<file path="config.mk">
export PLATFORM = sky130hd
export DESIGN_NAME = oam_dma_ctrl
export DESIGN_NICKNAME = d
export VERILOG_FILES = /design/src/rtl/oam_dma_ctrl.sv
export SDC_FILE = /design/constraint.sdc
export NUM_CORES = 1
export LEC_CHECK = 0
export BUFFER_PORTS_ARGS = -buffer_cell sky130_fd_sc_hd__clkbuf_2
export CAP_MARGIN = 0
export CORE_AREA = 4 4 61 63
export CTS_CLUSTER_SIZE = 8
export DETAILED_ROUTE_END_ITERATION = 16
export DIE_AREA = 0 0 65 67
export PLACE_DENSITY = 0.79
export SYNTH_ARGS = -nofsm -noshare
export SYNTH_HDL_FRONTEND = slang
export SYNTH_SLANG_ARGS = --single-unit
</file>
<file path="constraint.sdc">
create_clock -name clk -period 2.21 [get_ports clk]
set_input_delay 0.442 -clock clk [delete_from_list [all_inputs] [get_ports clk]]
set_output_delay 0.442 -clock clk [all_outputs]
set_load 0.02 [all_outputs]
</file>
<file path="src/rtl/oam_dma_ctrl.sv">
// Sprite DMA bus master: passes CPU bus traffic through when idle, and on a write
// to the trigger register halts the CPU and copies one source page into OAMDATA.
module oam_dma_ctrl #(
  parameter int unsigned     ADDR_W    = 16,
  parameter int unsigned     DATA_W    = 8,
  parameter logic [15:0]     TRIG_ADDR = 16'h4014,
  parameter logic [15:0]     DEST_ADDR = 16'h2004,
  parameter int unsigned     XFER_LEN  = 256
) (
  input  logic              clk,
  input  logic              b_rst,
  input  logic [ADDR_W-1:0] cpu_addr_out,
  input  logic [DATA_W-1:0] cpu_data_out,
  input  logic              ren,
  input  logic              wen,
  output logic              rdy,
  output logic [ADDR_W-1:0] bus_addr,
  output logic [DATA_W-1:0] bus_wdata,
  output logic              bus_ren,
  output logic              bus_wen,
  input  logic [DATA_W-1:0] bus_rdata,
  output logic              dma_busy,
  output logic              dma_done
);

  localparam int unsigned IDX_W = (XFER_LEN > 1) ? $clog2(XFER_LEN) : 1;
  localparam int unsigned LO_W  = ADDR_W - DATA_W;
  localparam logic [IDX_W-1:0] IDX_LAST = IDX_W'(XFER_LEN - 1);

  typedef enum logic [2:0] {
    S_IDLE,
    S_HALT,
    S_ALIGN,
    S_READ,
    S_WRITE
  } state_e;

  state_e              state_q, state_d;
  logic [DATA_W-1:0]   page_q, page_d;
  logic [IDX_W-1:0]    idx_q, idx_d;
  logic                odd_q;
  logic                done_q, done_d;
  logic [ADDR_W-1:0]   src_addr;

  // The page stays fixed; only the low byte walks, so no carry can reach the page.
  assign src_addr = {page_q, LO_W'(idx_q)};
  assign dma_done = done_q;

  // NOTE: sequential state uses non-blocking assignments so every register
  // samples the pre-edge values regardless of process ordering.
  always_ff @(posedge clk or posedge b_rst) begin
    if (b_rst) begin
      state_q <= S_IDLE;
      page_q  <= '0;
      idx_q   <= '0;
      odd_q   <= 1'b0;
      done_q  <= 1'b0;
    end else begin
      state_q <= state_d;
      page_q  <= page_d;
      idx_q   <= idx_d;
      odd_q   <= ~odd_q;
      done_q  <= done_d;
    end
  end

  // NOTE: every output of this block gets a default first so no path leaves a
  // variable unassigned and infers a latch.
  always_comb begin
    state_d   = state_q;
    page_d    = page_q;
    idx_d     = idx_q;
    done_d    = 1'b0;
    rdy       = 1'b0;
    dma_busy  = 1'b1;
    bus_addr  = '0;
    bus_wdata = '0;
    bus_ren   = 1'b0;
    bus_wen   = 1'b0;

    case (state_q)
      S_IDLE: begin
        rdy       = 1'b1;
        dma_busy  = 1'b0;
        bus_addr  = cpu_addr_out;
        bus_wdata = cpu_data_out;
        bus_ren   = ren;
        bus_wen   = wen;
        if (wen && (cpu_addr_out == ADDR_W'(TRIG_ADDR))) begin
          page_d  = cpu_data_out;
          idx_d   = '0;
          state_d = S_HALT;
        end
      end
      S_HALT:  state_d = odd_q ? S_ALIGN : S_READ;
      S_ALIGN: state_d = S_READ;
      S_READ: begin
        bus_addr = src_addr;
        bus_ren  = 1'b1;
        state_d  = S_WRITE;
      end
      S_WRITE: begin
        bus_addr  = ADDR_W'(DEST_ADDR);
        bus_wen   = 1'b1;
        bus_wdata = bus_rdata;
        if (idx_q == IDX_LAST) begin
          state_d = S_IDLE;
          done_d  = 1'b1;
        end else begin
          idx_d   = idx_q + 1'b1;
          state_d = S_READ;
        end
      end
      default: state_d = S_IDLE;
    endcase
  end

endmodule

</file>
# Word-level counts from Yosys, hierarchy flattened
# Cells that the tools add are included.
[totals]
reg_bits = 21
in_bits = 36
output_inout_bits = 29
wordCells = 35
[classes]
add_sub_neg = 1
n_eq_ne = 8
muxes = 15
bitwise = 1
n_reduce_logical = 5
[ops]
columns = ["operator", "count"]
rows = [
  ["16-bit one-hot mux with 3 select lines", 1],
  ["8-bit one-hot mux with 2 select lines", 2],
  ["16-bit by 15-bit == test with 1-bit output (second input constant)", 1],
  ["8-bit two-way mux", 2],
  ["3-bit one-hot mux with 5 select lines", 1],
  ["8-bit by 1-bit adder with 8-bit output (second input constant)", 1],
  ["8-bit == test (second input constant)", 1],
  ["3-bit by 2-bit == test with 1-bit output (second input constant)", 2],
  ["1-bit two-way mux", 5],
  ["2-bit inequality test (second input constant)", 2],
  ["1-bit one-hot mux with 2 select lines", 2],
  ["3-bit by 1-bit == test with 1-bit output (second input constant)", 1],
  ["3-bit == test (second input constant)", 1],
  ["3-bit logical NOT", 1],
  ["3-bit two-way mux", 1],
  ["3-bit AND reduction", 1],
  ["2-bit two-way mux", 1],
  ["2-bit AND reduction", 1],
  ["2-bit nonzero test", 1],
  ["1-bit logical AND", 1],
  ["1-bit inverter", 1],
]

# Logic depth before layout (Yosys ltp)
[depth]
depth_word = 4
ltp_mapped = 6
depth_no_buf = 5

# Least setup slack after synthesis
# Ideal clock, no wire load.
[synth_timing]
path_type = "register to output"
start = "register state_q[0]"
end = "output bus_addr[0]"
t_arrival_ps = 1567
required_time_ps = 1768
setup_slack_ps = 201
path_stages_with_launch = 5
path_buffers = 2
cell_sequence = "dfrtp_1 -> buf_2 -> nor3_4 -> clkbuf_1 -> a22o_1"
[synth_between]
elab_chain_cells = 2
word_cells_on_any_way = 4
cone_classes = "eq/ne: 2; mux: 1; reduce/logical: 1"
[synth_lines]
columns = ["item", "line_no", "text"]
rows = [
  ["start: declaration", "38", "state_e state_q, state_d;"],
  ["start signal: assignment", "59", "state_q <= state_d;"],
  ["3-bit == test (tied with other cells)", "81", "case (state_q)"],
  ["16-bit one-hot mux with 3 select lines *", "81", ""],
  ["end: declaration", "17", "output logic [ADDR_W-1:0] bus_addr,"],
]
# Mark *: on every way between the ends. The rest lies on a longest branch, timed or not.

# Worst setup path after layout
[layout_timing]
start = "register state_q[0]"
end = "output bus_addr[15]"
# The elaborated chain is that of the path after synthesis.

==> flow_metrics.env <==
export IMPL_htreeDepth=1
export IMPL_totalWireLength_um=3570
export IMPL_status="finished, final reports clean"
export IMPL_peakVddDrop_uv=477
export IMPL_yosys_area_share_adder_pct=0.985
export IMPL_setup_tns_ns=0
export IMPL_grt_pass1_wl_um=5770
export IMPL_first_pass_iters=4
export IMPL_antenna_found_initial=0
export IMPL_fin_crit_sh_pct=93.9
export IMPL_cap_violations=0
export IMPL_grt_overflow=0
export IMPL_p_per_area_nw_per_um2=1140
export IMPL_slew_headroom_pct=48.5
export IMPL_synth_cells=128
export IMPL_cts_tree="built"
export IMPL_nets=232
export IMPL_n_fill_cell=314
export IMPL_start_util_pct=39.3
export IMPL_ant_nets=0
export IMPL_synth_top_family_by_area="compound AO/OA/AOI/OAI gates"
export IMPL_worst_slack_ns=0.134
export IMPL_postCtsSetupBuffers=0
export IMPL_die_area_um2=4360
export IMPL_rsz0062_at_grt="no"
export IMPL_final_cell_mix="clkbuf_2 (64), a22o_1 (22), dfrtp_1 (20)"
export IMPL_cp_end_kind="output pin"
export IMPL_wl_per_cell_um=14.9
export IMPL_synth_edf_count=0
export IMPL_min_period_ns=2.08
export IMPL_tightestPinTransition_ns=0.772
export IMPL_pre_cts_ws_ns=0.119
export IMPL_grt_max_degree=22
export IMPL_drc_errors=0
export IMPL_routed_via_density=5.32
export IMPL_max_freq_mhz=482
export IMPL_cp_data_required_time_ns=1.77
export IMPL_synth_cell_type_count=33
export IMPL_skew_ns=0.00286
export IMPL_vias=1277
export IMPL_synth_compound_area_share_pct=26.5
export IMPL_final_common_cell="clkbuf_2"
export IMPL_yosys_warnings=0
export IMPL_cts_resized=0
export IMPL_drive_gt1_share_pct=44.3
export IMPL_ys_ff_latch=21
export IMPL_final_hold_viol_count=0
export IMPL_synthSimpleGateAreaFrac_pct=20.0
export IMPL_numCtsBuffers=3
export IMPL_core_rowCount=21
export IMPL_clock_root_buffer="clkbuf_4"
export IMPL_area_growth_synth_to_final_pct=32.4
export IMPL_worstPathArrival_ns=1.63
export IMPL_clockBufferDepth=2
export IMPL_synth_avg_cell_area_um2=9.92
export IMPL_synth_xor_area_share_pct=0.690
export IMPL_p_leak_nw=0.884
export IMPL_timing_hold_ws_ns=0.228
export IMPL_clk_pin_slew_ns=0.12
export IMPL_setup_violations_final=0
export IMPL_grt_pass1_vias=1211
export IMPL_die_y_um=67
export IMPL_cts_hold_buf=0
export IMPL_worstSetupStartpointType="flip-flop"
export IMPL_place_gp_congestion=0.826
export IMPL_insertedDiodeCount=0
export IMPL_numPortBuffers=64
export IMPL_drv_slew=0
export IMPL_ios=65
export IMPL_async_flop_share_pct=100
export IMPL_synth_nets=165
export IMPL_ys_seq_area_share_pct=41.4
export IMPL_synth_area_um2=1270
export IMPL_crit_fanout=11
export IMPL_synth_area_mux_share_pct=7.09
export IMPL_core_area_um2=3230
export IMPL_cts_sinks=21
export IMPL_hold_class="in -> async"
export IMPL_critical_path_class="reg -> out"
export IMPL_dp_hpwl_um=2870
export IMPL_clk_latency_ns=0.31
export IMPL_die_w_um=65
export IMPL_synth_flop_cell="dfrtp_1"
export IMPL_grt_usage_pct=16.9
export IMPL_drt_iter0_drc=57
-- path summary, 6_finish.rpt --
check                                  startpoint                endpoint  slack [ns]  cells past startpoint
max reg2reg                state_q[0]$_DFFE_PP0P_   page_q[0]$_DFFE_PP0P_        0.48                      4
max in group asynchronous                   b_rst  state_q[2]$_DFFE_PP0P_        1.45                      2
min reg2reg                       odd_q$_DFF_PP0_         odd_q$_DFF_PP0_        0.44                      1
min in group clk                  cpu_data_out[1]   page_q[1]$_DFFE_PP0P_        0.38                      2
max                        state_q[0]$_DFFE_PP0P_            bus_addr[15]        0.13                      4
min                                         b_rst      dma_done$_DFF_PP0_        0.23                      2
-- synth_stat cells, drive strengths merged, types with 4 or more instances --
cell | n | area, µm²
a22o | 22 | 193
buf | 4 | 20.0
dfrtp | 21 | 526
mux2 | 8 | 90.1
nand2 | 15 | 56.3
nand3 | 5 | 25.0
nor2 | 5 | 26.3
nor3 | 5 | 36.3
o21ai | 8 | 43.8
-- worst max-delay path, stage by stage, from the launching register on --
cell	delay, ns
dfrtp_1	0.49
nor3_4	0.29
buf_4	0.23
a22o_1	0.16
clkbuf_2	0.16
-- flip-flops by register name, indices dropped and copies added, names as in the netlist --
name,flops
dma_done,1
page_q,8
idx_q,8
state_q,3
odd_q,1
-- cells by family (layout without fill, tap and decap cells) --
kind of cell | after synthesis | after routing
AND/OR/NAND/NOR | 44 | 44
AO/OA/AOI/OAI | 43 | 43
flip-flops | 21 | 21
buffers and inverters | 10 | 76
multiplexers | 8 | 8
adder cells (fa/ha/maj) | 1 | 1
XOR/XNOR | 1 | 1
-- routing by layer --
metal / part of all wire (%) / track usage (%) / wire, µm / vias to the layer above
met2: 51 / 27.7 / 1820 / 39
met4: 0.34 / 3.43 / 12 / 0
met3: 5.8 / 3.54 / 208 / 2
met1: 43 / 23.0 / 1530 / 610
met5: 0 / 0 / 0 / -
li1: - / - / - / 626
-- layout make-up --
type / instances / area [µm²] / area share, %
inverter: 3 / 11.3 / 0.670
timing repair buffer: 69 / 358 / 21.3
clock buffer: 4 / 26.3 / 1.56
tap: 46 / 57.6 / 3.42
sequential: 21 / 527 / 31.3
multi-input combinational: 97 / 702 / 41.7
-- report_power, final --
part           internal [mW]  total (mW)  switching, mW
sequential             0.460       0.601          0.141
clock                 0.0706       0.192          0.122
combinational          0.458        1.13          0.669
total                  0.988        1.92          0.932
-- stage by stage --
step | total power, mW | instances | instance area [µm²] | util [%]
after floorplan | 1.35 | 128 | 1270 | -
after global placement | 1.72 | 236 | 1650 | 51.2
after detailed placement | 1.73 | 236 | 1650 | 51.2
after CTS | 1.92 | 240 | 1680 | 52.0
after global routing | 2.05 | 240 | 1680 | 52.0
final | 1.92 | 240 | 1680 | 52.0
Power figures use the tool's default switching activity.
